<file path="src/rtl/fifo_pkg.sv">
// fifo_pkg: shared constants and types for the FIFO read-side packer.
// Beat width helper, frame counter width, output queue entry.
package fifo_pkg;

  localparam int FIFO_WIDTH_DEF = 16;
  localparam int FRAME_CNT_W    = 16;
  localparam int OQ_ENTRIES     = 2;

  function automatic int out_width(input int w);
    return 2 * w;
  endfunction

  typedef struct packed {
    logic                          last;
    logic [2*FIFO_WIDTH_DEF-1:0]   data;
  } oq_entry_t;

endpackage

</file>
<file path="src/rtl/fifo_rd_oq.sv">
// fifo_rd_oq: two-entry output queue holding packed beats.
// Head entry is registered and drives the stream directly.
import fifo_pkg::*;

module fifo_rd_oq #(
  parameter int DW = 32
) (
  input  logic          clk_i,
  input  logic          rst_ni,
  input  logic          push_i,
  input  logic          push_last_i,
  input  logic [DW-1:0] push_data_i,
  input  logic          pop_i,
  output logic [DW-1:0] head_data_o,
  output logic          head_last_o,
  output logic          valid_o,
  output logic [1:0]    count_o
);

  logic [DW-1:0] d0_q, d0_d, d1_q, d1_d;
  logic          l0_q, l0_d, l1_q, l1_d;
  logic [1:0]    cnt_q, cnt_d;
  logic          pop_ok;

  assign pop_ok = pop_i && (cnt_q != 2'd0);

  // next-state of the two slots; slot 0 is always the head
  always_comb begin
    d0_d  = d0_q;
    d1_d  = d1_q;
    l0_d  = l0_q;
    l1_d  = l1_q;
    cnt_d = cnt_q;
    case (cnt_q)
      2'd0: begin
        if (push_i) begin
          d0_d  = push_data_i;
          l0_d  = push_last_i;
          cnt_d = 2'd1;
        end
      end
      2'd1: begin
        if (push_i && pop_ok) begin
          d0_d = push_data_i;
          l0_d = push_last_i;
        end else if (push_i) begin
          d1_d  = push_data_i;
          l1_d  = push_last_i;
          cnt_d = 2'd2;
        end else if (pop_ok) begin
          cnt_d = 2'd0;
        end
      end
      2'd2: begin
        if (pop_ok) begin
          d0_d = d1_q;
          l0_d = l1_q;
          if (push_i) begin
            d1_d = push_data_i;
            l1_d = push_last_i;
          end else begin
            cnt_d = 2'd1;
          end
        end
      end
      default: cnt_d = 2'd0;
    endcase
  end

  // slot and count registers
  always_ff @(posedge clk_i or negedge rst_ni) begin
    if (!rst_ni) begin
      d0_q  <= '0;
      d1_q  <= '0;
      l0_q  <= 1'b0;
      l1_q  <= 1'b0;
      cnt_q <= 2'd0;
    end else begin
      d0_q  <= d0_d;
      d1_q  <= d1_d;
      l0_q  <= l0_d;
      l1_q  <= l1_d;
      cnt_q <= cnt_d;
    end
  end

  assign head_data_o = d0_q;
  assign head_last_o = l0_q;
  assign valid_o     = (cnt_q != 2'd0);
  assign count_o     = cnt_q;

  a_no_overflow: assert property (
    @(posedge clk_i) disable iff (!rst_ni)
    !(push_i && (cnt_q == 2'd2) && !pop_i));

endmodule

</file>
<file path="src/rtl/fifo_rd_packer.sv">
// fifo_rd_packer: reads a FIFO under credit, packs word pairs into beats.
// Optional flush input enabled by defining FIFO_RD_PACKER_FLUSH_EN.
import fifo_pkg::*;

module fifo_rd_packer #(
  parameter int FIFO_WIDTH  = FIFO_WIDTH_DEF,
  parameter int FRAME_BEATS = 64,
  parameter int OQ_DEPTH    = OQ_ENTRIES
) (
  input  logic                         clk_b,
  input  logic                         rst_n,
  input  logic [FIFO_WIDTH-1:0]        fifo_dout,
  input  logic                         fifo_empty,
  output logic                         fifo_ren,
  output logic [2*FIFO_WIDTH-1:0]      m_data,
  output logic                         m_valid,
  input  logic                         m_ready,
`ifdef FIFO_RD_PACKER_FLUSH_EN
  input  logic                         flush,
`endif
  output logic                         m_last,
  output logic [FRAME_CNT_W-1:0]       frame_cnt
);

  localparam int OW = out_width(FIFO_WIDTH);
  localparam logic [3:0] CAP = 4'(2 * OQ_DEPTH);
  localparam logic [FRAME_CNT_W-1:0] LAST_IDX =
    FRAME_CNT_W'(FRAME_BEATS - 1);

  logic                   rd_fire;
  logic                   rd_pending_q, rd_pending_d;
  logic [FIFO_WIDTH-1:0]  lo_q, lo_d;
  logic                   lo_valid_q, lo_valid_d;
  logic [FRAME_CNT_W-1:0] beat_q, beat_d;
  logic [FRAME_CNT_W-1:0] frame_q, frame_d;
  logic [1:0]             oq_cnt;
  logic                   oq_valid;
  logic                   head_last;
  logic [OW-1:0]          head_data;
  logic                   pop;
  logic                   push;
  logic                   push_last;
  logic [OW-1:0]          push_data;
  logic [3:0]             committed;
  logic [3:0]             avail;
  logic                   beat_end;
  logic                   flush_go;
  logic                   hold_ren;

  assign pop = oq_valid && m_ready;

`ifdef FIFO_RD_PACKER_FLUSH_EN
  logic flush_req;
  logic flush_pend_q, flush_pend_d;
  logic oq_room;

  // flush waits for any in-flight word and for queue room
  always_comb begin
    flush_req    = flush || flush_pend_q;
    oq_room      = (oq_cnt != 2'd2) || pop;
    flush_go     = flush_req && !rd_pending_q && oq_room;
    flush_pend_d = flush_req && !flush_go;
    hold_ren     = flush_req;
  end

  // remembers a flush that could not act yet
  always_ff @(posedge clk_b or negedge rst_n) begin
    if (!rst_n) flush_pend_q <= 1'b0;
    else        flush_pend_q <= flush_pend_d;
  end
`else
  assign flush_go = 1'b0;
  assign hold_ren = 1'b0;
`endif

  // read only while words in flight plus queued fit the queue
  always_comb begin
    committed = {1'b0, oq_cnt, 1'b0}
              + {3'b000, lo_valid_q}
              + {3'b000, rd_pending_q};
    avail     = committed - {2'b00, pop, 1'b0};
    fifo_ren  = rst_n && !fifo_empty && !hold_ren && (avail < CAP);
    rd_fire   = fifo_ren && !fifo_empty;
  end

  // capture returning words, pair them, tag with frame position
  always_comb begin
    beat_end     = (beat_q == LAST_IDX);
    rd_pending_d = rd_fire;
    lo_d         = lo_q;
    lo_valid_d   = lo_valid_q;
    beat_d       = beat_q;
    push         = 1'b0;
    push_last    = beat_end;
    push_data    = {fifo_dout, lo_q};
    unique case (1'b1)
      rd_pending_q && lo_valid_q: begin
        push       = 1'b1;
        lo_valid_d = 1'b0;
        beat_d     = beat_end ? '0 : beat_q + 1'b1;
      end
      rd_pending_q && !lo_valid_q: begin
        lo_d       = fifo_dout;
        lo_valid_d = 1'b1;
      end
      flush_go: begin
        push       = lo_valid_q;
        push_data  = {{FIFO_WIDTH{1'b0}}, lo_q};
        push_last  = 1'b1;
        lo_valid_d = 1'b0;
        beat_d     = '0;
      end
      default: ;
    endcase
    frame_d = frame_q
            + {{(FRAME_CNT_W-1){1'b0}}, pop && head_last};
  end

  // read tracking, half-word, beat and frame counters
  always_ff @(posedge clk_b or negedge rst_n) begin
    if (!rst_n) begin
      rd_pending_q <= 1'b0;
      lo_q         <= '0;
      lo_valid_q   <= 1'b0;
      beat_q       <= '0;
      frame_q      <= '0;
    end else begin
      rd_pending_q <= rd_pending_d;
      lo_q         <= lo_d;
      lo_valid_q   <= lo_valid_d;
      beat_q       <= beat_d;
      frame_q      <= frame_d;
    end
  end

  fifo_rd_oq #(
    .DW (OW)
  ) u_oq (
    .clk_i       (clk_b),
    .rst_ni      (rst_n),
    .push_i      (push),
    .push_last_i (push_last),
    .push_data_i (push_data),
    .pop_i       (pop),
    .head_data_o (head_data),
    .head_last_o (head_last),
    .valid_o     (oq_valid),
    .count_o     (oq_cnt)
  );

  assign m_data    = head_data;
  assign m_last    = head_last;
  assign m_valid   = oq_valid;
  assign frame_cnt = frame_q;

endmodule

</file>
<file path="config.mk">
export PLATFORM = sky130hd
export DESIGN_NAME = fifo_rd_packer
export DESIGN_NICKNAME = d
export VERILOG_FILES = /design/src/rtl/fifo_pkg.sv /design/src/rtl/fifo_rd_oq.sv /design/src/rtl/fifo_rd_packer.sv
export SDC_FILE = /design/constraint.sdc
export NUM_CORES = 1
export LEC_CHECK = 0
export CAP_MARGIN = 20
export CORE_ASPECT_RATIO = 0.6
export CORE_MARGIN = 4
export CORE_UTILIZATION = 31
export DETAILED_ROUTE_END_ITERATION = 12
export HOLD_SLACK_MARGIN = 0.1
export SETUP_SLACK_MARGIN = 0.02
export SLEW_MARGIN = 20
export SYNTH_ARGS = -nofsm -noshare
export SYNTH_HDL_FRONTEND = slang
export SYNTH_SLANG_ARGS = --single-unit
</file>
<file path="constraint.sdc">
create_clock -name clk_b -period 2.23 [get_ports clk_b]
set_input_delay 0.446 -clock clk_b [delete_from_list [all_inputs] [get_ports clk_b]]
set_output_delay 0.446 -clock clk_b [all_outputs]
set_load 0.02 [all_outputs]
</file>
==> flow_metrics.tcl, run 1 <==
set metrics [dict create \
    status "finished with violations" \
    violations "setup timing" \
    net-switching-power_w 0.00283 \
    fin_nets 559 \
    netlist.area_leader.share_pct 58.8 \
    vias_per_cell 4.76 \
    drcViolationCount 0 \
    clock_power_share_pct 31.4 \
    setup_viol 1 \
    whs_ps 145 \
    routed_wl_mm 11.3 \
    startpoint_type "register" \
    clock_latency_ps 400 \
    clock_path_buffers 2 \
    ant_nets 0 \
    vias 3569 \
    postLayoutCoreUtil_pct 43.3 \
    die_w_um 172 \
    io_buffers 70 \
    power.density_mw_per_mm2 1320 \
    grt.overflow.total 0 \
    postCtsHoldBufs 0 \
    arrival_ps 2150 \
    synth.avg_cell_area_um2 11.3 \
    die_area_mm2 0.0184 \
    drt_iter0_markers 158 \
    diodes 0 \
    r2r_cells 8 \
    final_common_cell "dfrtp_1" \
    p_sw_share_pct 31.7 \
    synth_top_area_cell "dfrtp_1" \
    ys_seq_area_share_pct 58.8 \
    layout_common_cells "dfrtp_1, nand2_1, clkdlybuf4s50_1" \
    grt_max_degree 74 \
    rsz0062_at_grt "yes" \
    io_pins 71 \
    min_path_type "in2async" \
    grt_pass1_vias 3626 \
    maxCapViolations 0 \
    max_freq_mhz 385 \
    crit_type "reg2out" \
    p_total_w 0.00893 \
    drive_gt1_share_pct 12.1 \
    area_delta_synth_final_pct 34.4 \
    numCtsBuffers 17 \
    dr.pass1.iters 4 \
    antenna_found_initial 0 \
    layout_setup_ws_ps -367 \
    grt_pass1_wl_mm 18.8 \
    period_needed_ps 2600 \
    worst_pin_slew_ps 923 \
    coreArea_mm2 0.0156 \
    cts_root_buf "clkbuf_16" \
    grt_util_all_layers_pct 13.1 \
    netlist_area_mm2 0.00502 \
    cts_tree "done" \
    peakVddDrop_mv 0.452 \
    synthTopCellsByArea "dfrtp_1, mux2_1, nand2_1" \
    synth.net_count 470 \
    clk_pin_slew_ps 50 \
    required_ps 1780 \
    p_int_w 0.00610 \
    cts_max_level 4 \
    synth_cell_types 36 \
    leakage_nw 3.00 \
    worstPathMaxFanout 3 \
    yosysWarnings 0 \
    start_util_pct 32.2 \
    wl_per_cell_um 15.1 \
    fin_skew_ps 7.14 \
    comb_power_share_pct 30.9 \
    fp.dieH_um 107 \
    syn_inst 445 \
    routabilityCongestion 0.763 \
    ys_ff_latch 118 \
    critPathCaptureType "primary output" \
    rows 35 \
    hold_viol 0 \
    post-route-period-util_pct 116 \
    max_slew_margin_pct 38.5 \
    dp_hpwl_mm 7.74 \
    drv_slew 0 \
    power_frac_seq_pct 37.7 \
    cts_sinks 118 \
]
final timing paths:
check	from	to	slack (ps)
worst max-delay path	u_oq.count_o[1]$_DFFE_PN0P_	fifo_ren	-370
worst min-delay path	rst_n	u_oq.d1_q[27]$_DFFE_PN0P_	140
worst max register to register	u_oq.count_o[1]$_DFFE_PN0P_	frame_cnt[10]$_DFF_PN0_	320
worst min register to register	frame_cnt[15]$_DFF_PN0_	frame_cnt[15]$_DFF_PN0_	480
max in group asynchronous	rst_n	frame_cnt[0]$_DFF_PN0_	1330
min in group clk_b	frame_cnt[15]$_DFF_PN0_	frame_cnt[15]$_DFF_PN0_	480
flip-flops by register name, indices dropped and copies added (netlist names):
name / cells
u_oq.head_data_o: 32
frame_cnt: 16
lo_q: 16
beat_q: 16
lo_valid_q: 1
u_oq.count_o: 2
u_oq.l1_q: 1
u_oq.d1_q: 32
u_oq.head_last_o: 1
rd_pending_q: 1
area by class of cell:
cell class                 count  area, um2
clock buffer                  21        470
sequential                   118       2950
tap                          203        254
inverter                       1       3.75
clock inverter                11        149
fill                        1465       8840
multi-input combinational    304       2010
timing repair buffer          92        905
cells by family (layout without fill, tap and decap cells):
| kind of cell | count (synthesis) | in the layout | synth area share, % |
|---|---|---|---|
| simple gates | 177 | 177 | 16.4 |
| buf+inv | 23 | 125 | 1.97 |
| fa+ha+maj | 5 | 5 | 1.25 |
| xor+xnor | 28 | 28 | 4.89 |
| mux | 50 | 50 | 11.2 |
| flops | 118 | 118 | 58.8 |
| compound gates | 44 | 44 | 5.46 |
routing by layer:
metal  wire length [um]  track usage (%)  vias up
li1                   -                -     1727
met1               5760             18.4     1764
met2               5010             19.6       68
met3                425             3.54       10
met4                126             4.49        0
met5                  0                0        -
worst max-delay path: stages (launching register included):
cell and delay (ps):
dfrtp_1 370, or2_4 270, nand2_4 70, ha_4 130
ha_4 190, nor2b_1 110, mux2i_1 80, o21ai_1 190
and3b_2 230, buf_6 120
metrics by stage:
| stage | TNS [ps] | worst slack (ps) | area (um2) | cells |
|---|---|---|---|---|
| 2_1_floorplan | 0 | 56.4 | 5020 | 445 |
| 6_report | -367 | -367 | 6750 | 750 |
| 3_5_place_dp | -1020 | -910 | 6080 | 717 |
| 5_1_grt | -483 | -483 | 6750 | 750 |
| 4_1_cts | -407 | -407 | 6740 | 750 |
| 3_3_place_gp | -905 | -897 | 6080 | 717 |
synth_stat cells:
cell type and instances:
o32ai_1 1, or3_1 2, a21o_1 2, and2_1 3, nand3b_1 2, nor3_1 5
inv_2 1, and4_1 2, or2_1 1, or4_1 2, a31oi_1 33, o211ai_1 1
nand4_1 7, mux2_1 49, nand3_1 12, nand2_1 79, clkbuf_1 12, nand4b_1 1
o21ai_1 3, xnor2_1 24, buf_2 10, xor2_1 4, nor4_4 1, nor2b_1 1
and3b_1 2, a21oi_1 3, nand2b_1 6, ha_1 5, dfrtp_1 118, nor2_1 44
and4_2 1, and3_1 4, o22ai_1 1, or4_4 1, mux2i_1 1, or4bb_1 1
power by group through the flow:
stage | Combinational [W] | Sequential (W) | Clock, W
after floorplan | 0.00114 | 0.00370 | 0
after global placement | 0.00268 | 0.00337 | 0
after detailed placement | 0.00273 | 0.00342 | 0
after CTS | 0.00280 | 0.00339 | 0.00289
after global routing | 0.00304 | 0.00348 | 0.00299
final | 0.00276 | 0.00337 | 0.00281
timing repair:
| item | CTS | global route |
|---|---|---|
| setup endpoints to repair | 1 | 2 |
| pin swaps | 4 | 1 |
| buffers inserted | 1 | 0 |
| resized for setup | 12 | 2 |
Note: power is estimated with default switching activity, not from simulation.
==> run 2, diff against run 1 <==
CORE_MARGIN = 10   (was 4)
SYNTH_HIERARCHICAL = 1   (was default)
clock period = 2.7 ns   (was 2.23 ns; I/O delays follow)
==> run 2 against run 1 <==
Effect of this change:
- the flow now finishes without violations
- critical endpoint unchanged
- sequential share of layout area fell by 1.7 points
- utilization fell by 2.0 points
- critical path type unchanged
- via count fell by 11%
- sequential power fell by 19%
- highest routed layer unchanged
- routed wire length fell by 0.31%
- die area rose by 25%
- first-iteration DRC count rose by 1.3%
==> flow_metrics.tcl, run 2 <==
set metrics [dict create \
    fin_skew_ps 5.86 \
    worst_pin_slew_ps 923 \
    synthTopCellsByArea "dfrtp_1, mux2_1, mux2_4" \
    arrival_ps 2110 \
    synthArstFlopShare_pct 100 \
    crit_path_top_delay_cell "dfrtp_1" \
    clock_path_buffers 2 \
    cts_max_level 4 \
    r2r_end "frame_cnt[10]$_DFF_PN0_" \
    maxCapViolations 0 \
    leakage_nw 3.14 \
    cts_sinks 118 \
    power.density_mw_per_mm2 1060 \
    dpl_cell_area_mm2 0.00638 \
    ys_top_cells_by_count "dfrtp_1, mux2_1, mux2_2" \
    max_slew_margin_pct 38.5 \
    cp_top_family "simple AND/OR/NAND/NOR gates" \
    max_freq_mhz 378 \
    rsz0062_at_grt "yes" \
    antenna_found_initial 0 \
    synth.net_count 397 \
    use_met1_pct 13.4 \
    required_ps 2160 \
    vias 3174 \
    clock_power_share_pct 30.2 \
    critPathCaptureType "primary output" \
    setup_viol 0 \
    post-route-period-util_pct 98.1 \
    final_area_mm2 0.00702 \
    cp_slowest_stage_delay_ps 380 \
    syn_inst 372 \
    synth_cell_types 42 \
    r2r_cells 9 \
    area_delta_synth_final_pct 31.5 \
    synth_top_area_cell "dfrtp_1" \
    startpoint_type "register" \
    placedCellCount 675 \
    vias_per_cell 4.50 \
    hold_viol 0 \
    ys_ff_latch 118 \
    grt_pass1_wl_mm 18.9 \
    status "finished, final reports clean" \
    regArea_mm2 0.00295 \
    drt_iter0_markers 160 \
    fp.dieH_um 122 \
    postCtsHoldBufs 0 \
    min_path_type "in2async" \
    die_area_mm2 0.0230 \
    crit_type "reg2out" \
    drive_gt1_share_pct 28.4 \
    grt_util_all_layers_pct 10.3 \
    grt.busiest_layer "met2" \
    crit_path_cell_trace "or2_4 -> nand2_4 -> ha_4 -> ha_4 -> nor4_4 -> a21oi_2 -> nor3b_2 -> buf_4" \
    power_frac_seq_pct 36.9 \
    diodes 0 \
    multi_input_area_mm2 0.00232 \
    dr.pass1.iters 4 \
    grtUsageMet3_pct 3.57 \
    cts_tree "done" \
    fin_nets 485 \
    grt.overflow.total 0 \
    dp_hpwl_mm 7.60 \
    synth_most_common_cell "dfrtp_1" \
    grt_pass1_vias 3531 \
    die_w_um 189 \
    io_pins 71 \
    worstReg2RegStart "u_oq/count_o[0]$_DFFE_PN0P_" \
    r2r_setup_slack_ps 630 \
    yosysWarnings 6 \
    drcViolationCount 0 \
    peakVddDrop_mv 0.388 \
    layout_common_cells "dfrtp_1, clkdlybuf4s50_1, mux2_1" \
    drv_slew 0 \
    clk_pin_slew_ps 50 \
    coreArea_mm2 0.0170 \
    tns_ps 0 \
    grt_max_degree 73 \
    rows 37 \
    numCtsBuffers 17 \
    start_util_pct 31.4 \
    synth_edf_count 0 \
    cpMostUsedCell "ha_4" \
    p_int_w 0.00526 \
    cts_root_buf "clkbuf_16" \
    period_needed_ps 2650 \
    routabilityCongestion 0.729 \
    net-switching-power_w 0.00217 \
    io_buffers 70 \
    netlist_area_mm2 0.00533 \
    comb_power_share_pct 33.0 \
    ys.flop_type "dfrtp_1" \
    netlist.area_leader.share_pct 55.4 \
    final_common_cell "dfrtp_1" \
    p_sw_share_pct 29.2 \
    fillers 1559 \
    routed_wl_mm 11.3 \
    wl_per_cell_um 16.0 \
    p_total_w 0.00742 \
    grt_util_met2_pct 15.5 \
    path_buf_inv 1 \
    clock_latency_ps 410 \
    ys_seq_area_share_pct 55.4 \
    worstPathMaxFanout 2 \
    ant_nets 0 \
    synth.avg_cell_area_um2 14.3 \
    final_cells 706 \
]
## run 2: logic make-up after synthesis
kind of cell / synth area share [%]
adder cells (fa/ha/maj): 1.17
flip-flops: 55.4
multiplexers: 26.4
XOR/XNOR: 4.43
buffers and inverters: 2.65
AND/OR/NAND/NOR: 8.14
AO/OA/AOI/OAI: 1.85
## run 2: what timing repair did
action                                  CTS  global route
setup buffers                             0             0
pin swaps                                 4             1
gates resized for setup                  17             0
endpoints found under the setup margin    1             1
## run 2: layout make-up
type / count / share of cell area, %
flip-flops and latches: 118 / 42.1
repair buffers: 83 / 12.0
clock buffers: 21 / 6.42
well taps: 234 / 4.17
multi-input cells: 232 / 33.0
clock inverters: 10 / 1.85
inverters: 8 / 0.428
## run 2: power groups by stage
| stage | sequential, W | combinational (W) | clock (W) |
|---|---|---|---|
| 2_1_floorplan | 0.00297 | 0.00122 | 0 |
| 3_3_place_gp | 0.00274 | 0.00235 | 0 |
| 3_5_place_dp | 0.00277 | 0.00239 | 0 |
| 4_1_cts | 0.00275 | 0.00248 | 0.00229 |
| 5_1_grt | 0.00283 | 0.00263 | 0.00237 |
| 6_report | 0.00274 | 0.00245 | 0.00224 |
## run 2: worst max-delay path by stage
stage / slack (ps) / end / from / cells past startpoint
after floorplan: 30 / fifo_ren / u_oq/count_o[1]$_DFFE_PN0P_ / 7
after global placement: -730 / fifo_ren / m_ready / 8
after detailed placement: -730 / fifo_ren / m_ready / 8
after CTS: -3 / fifo_ren / u_oq/count_o[0]$_DFFE_PN0P_ / 8
after global routing: -60 / fifo_ren / u_oq/count_o[0]$_DFFE_PN0P_ / 8
final: 50 / fifo_ren / u_oq/count_o[0]$_DFFE_PN0P_ / 8
## run 2: routing by layer
metal | up-vias | share of wire [%]
li1 | 1501 | -
met1 | 1611 | 50
met2 | 50 | 43
met3 | 12 | 5.1
met4 | 0 | 1.2
met5 | - | 0
## run 2: worst reg2reg max path, stage by stage, from the launching register on
cell     delay [ps]
dfrtp_1         380
or2_4           260
buf_4           140
and3_1          150
ha_1            230
ha_1            240
nand2_1         170
nor3_2           70
and3_1          180
xor2_1          130
## run 2: metrics by stage
step	hold WS, ps	utilization, %	setup slack, ps
finish	305	41.3	51.5
global route	372	41.3	-63.4
CTS	334	41.3	-2.85
floorplan	244	-	28.1
global placement	461	37.6	-726
detailed placement	471	37.6	-729
==> run 3, diff against run 2 <==
==> constraint.sdc (replaced) <==
create_clock -name clk_b -period 2.7 [get_ports clk_b]
set_input_delay 0.54 -clock clk_b [delete_from_list [all_inputs] [get_ports clk_b]]
set_output_delay 0.54 -clock clk_b [all_outputs]
set_load 0.05 [all_outputs]
==> run 3 against run 2 <==
Effect of this change:
- sequential share of layout area decreased by 0.24 points
- worst hold slack got worse by 120 ps
- non-clock buffer count decreased by 1
- maximum frequency decreased by 4.8%
- utilization increased by 0.24 points
- clock-buffer cell count decreased by 1
- die area unchanged
- the flow now finishes with violations (setup timing)
- worst setup slack got worse by 130 ps
==> flow_metrics.tcl, run 3 (synthesized netlist as in run 2, its figures left out) <==
set metrics [dict create \
    status "finished with violations" \
    violations "setup timing" \
    fin_skew_ps 5.73 \
    cts_root_buf "clkbuf_16" \
    die_w_um 189 \
    cp_slowest_stage_delay_ps 370 \
    max_slew_margin_pct 63.5 \
    period_needed_ps 2780 \
    rsz0062_at_grt "yes" \
    clock_path_buffers 2 \
    cts_max_level 4 \
    rows 37 \
    cts_tree "done" \
    postLayoutCoreUtil_pct 41.5 \
    clk_pin_slew_ps 60 \
    area_delta_synth_final_pct 32.3 \
    cts_sinks 118 \
    fin_nets 484 \
    post-route-period-util_pct 103 \
    routabilityCongestion 0.737 \
    maxCapViolations 0 \
    peakVddDrop_mv 0.571 \
    cp.depth 8 \
    worst_pin_slew_ps 546 \
    r2r_end "frame_cnt[10]$_DFF_PN0_" \
    grt_max_degree 79 \
    startpoint_type "register" \
    max_freq_mhz 359 \
    placedCellCount 673 \
    numCtsBuffers 17 \
    antenna_found_initial 0 \
    whs_ps 186 \
    setup_viol 1 \
    cpMostUsedCell "ha_4" \
    drive_gt1_share_pct 28.8 \
    io_buffers 70 \
    crit_path_cell_trace "or2_4 -> nand2_4 -> ha_4 -> ha_4 -> nor4_4 -> a21oi_2 -> nor3b_4 -> buf_12" \
    start_util_pct 31.4 \
    coreArea_mm2 0.0170 \
    vias 3204 \
    worstPathMaxFanout 2 \
    min_path_type "in2async" \
    dp_hpwl_mm 7.66 \
    ant_nets 0 \
    routed_wl_mm 11.4 \
    worstSetupStartpoint "u_oq/count_o[0]$_DFFE_PN0P_" \
    worstReg2RegStart "u_oq/count_o[0]$_DFFE_PN0P_" \
    layout_setup_ws_ps -81.7 \
    pre_cts_slack_ps -304 \
    drt_iter0_markers 135 \
    crit_path_top_delay_cell "dfrtp_1" \
    fp.dieH_um 122 \
    grt_pass1_wl_mm 19.1 \
    hold_viol 0 \
    r2r_cells 9 \
    arrival_ps 2240 \
    power.density_mw_per_mm2 1150 \
    diodes 0 \
    required_ps 2160 \
    crit_path_end "fifo_ren" \
    wl_per_cell_um 16.2 \
    tns_ps -81.7 \
    vias_per_cell 4.54 \
    grt_util_all_layers_pct 10.6 \
    leakage_nw 3.15 \
    r2r_setup_slack_ps 640 \
    path_buf_inv 1 \
    grt_pass1_vias 3532 \
    grt.overflow.total 0 \
    drcViolationCount 0 \
    critPathCaptureType "primary output" \
    cp_top_family "simple AND/OR/NAND/NOR gates" \
    clock_latency_ps 410 \
    layout_common_cells "dfrtp_1, clkdlybuf4s50_1, mux2_1" \
    io_pins 71 \
    final_cells 706 \
    dr.pass1.iters 4 \
    drv_slew 0 \
    final_common_cell "dfrtp_1" \
    crit_type "reg2out" \
    die_area_mm2 0.0230 \
]
==> run 3: final cells by class <==
cell class,count,area (um2)
Clock buffer,20,457
Clock inverter,12,153
Fill cell,1604,9930
Inverter,8,30.0
Multi-Input combinational cell,232,2320
Sequential cell,118,2950
Tap cell,234,293
Timing Repair Buffer,82,847
==> run 3: per-stage QoR <==
step	cell area (um2)	total power (W)
2_1_floorplan	5350	0.00478
3_3_place_gp	6390	0.00566
3_5_place_dp	6390	0.00575
4_1_cts	7060	0.00820
5_1_grt	7060	0.00851
6_report	7060	0.00808
==> run 3: power breakdown <==
part           switching [W]  leakage [nW]  internal, W
registers           0.000356          1.52      0.00238
clock network       0.000823         0.288      0.00150
logic                0.00162          1.34      0.00141
total                0.00280          3.15      0.00529
==> run 3: what timing repair did <==
| action | CTS | global route |
|---|---|---|
| cloned | 0 | 0 |
| resized for setup | 9 | 0 |
| buffers inserted | 1 | 0 |
| hold buffers | 0 | 0 |
| pin swaps | 5 | 0 |
| endpoints found under the setup margin | 1 | 1 |
==> run 3: worst register-to-register path, cell delays in order, from the launching register on <==
cell     delay (ps)
dfrtp_1         370
or2_4           260
buf_4           130
and3_1          160
ha_1            220
ha_1            240
nand2_1         170
nor3_2           70
and3_1          190
xor2_1          130
==> run 3: per-layer routing <==
metal  GRT usage, %  routed length (um)  share of wire [%]  up-vias
met1           13.7                5690                 50     1640
met5              0                   0                  0        -
met3           4.02                 590                5.2        9
met2           15.8                5060                 44       54
met4           3.70                 102               0.89        0
li1               -                   -                  -     1501
==> run 3: worst min-delay path by stage <==
stage / to / slack [ps]
4_1_cts: frame_cnt[7]$_DFF_PN0_ / 250
3_3_place_gp: beat_q[15]$_DFFE_PN0P_ / 460
5_1_grt: frame_cnt[7]$_DFF_PN0_ / 260
6_report: u_oq/d1_q[9]$_DFFE_PN0P_ / 190
2_1_floorplan: beat_q[0]$_DFFE_PN0P_ / 240
3_5_place_dp: beat_q[15]$_DFFE_PN0P_ / 460
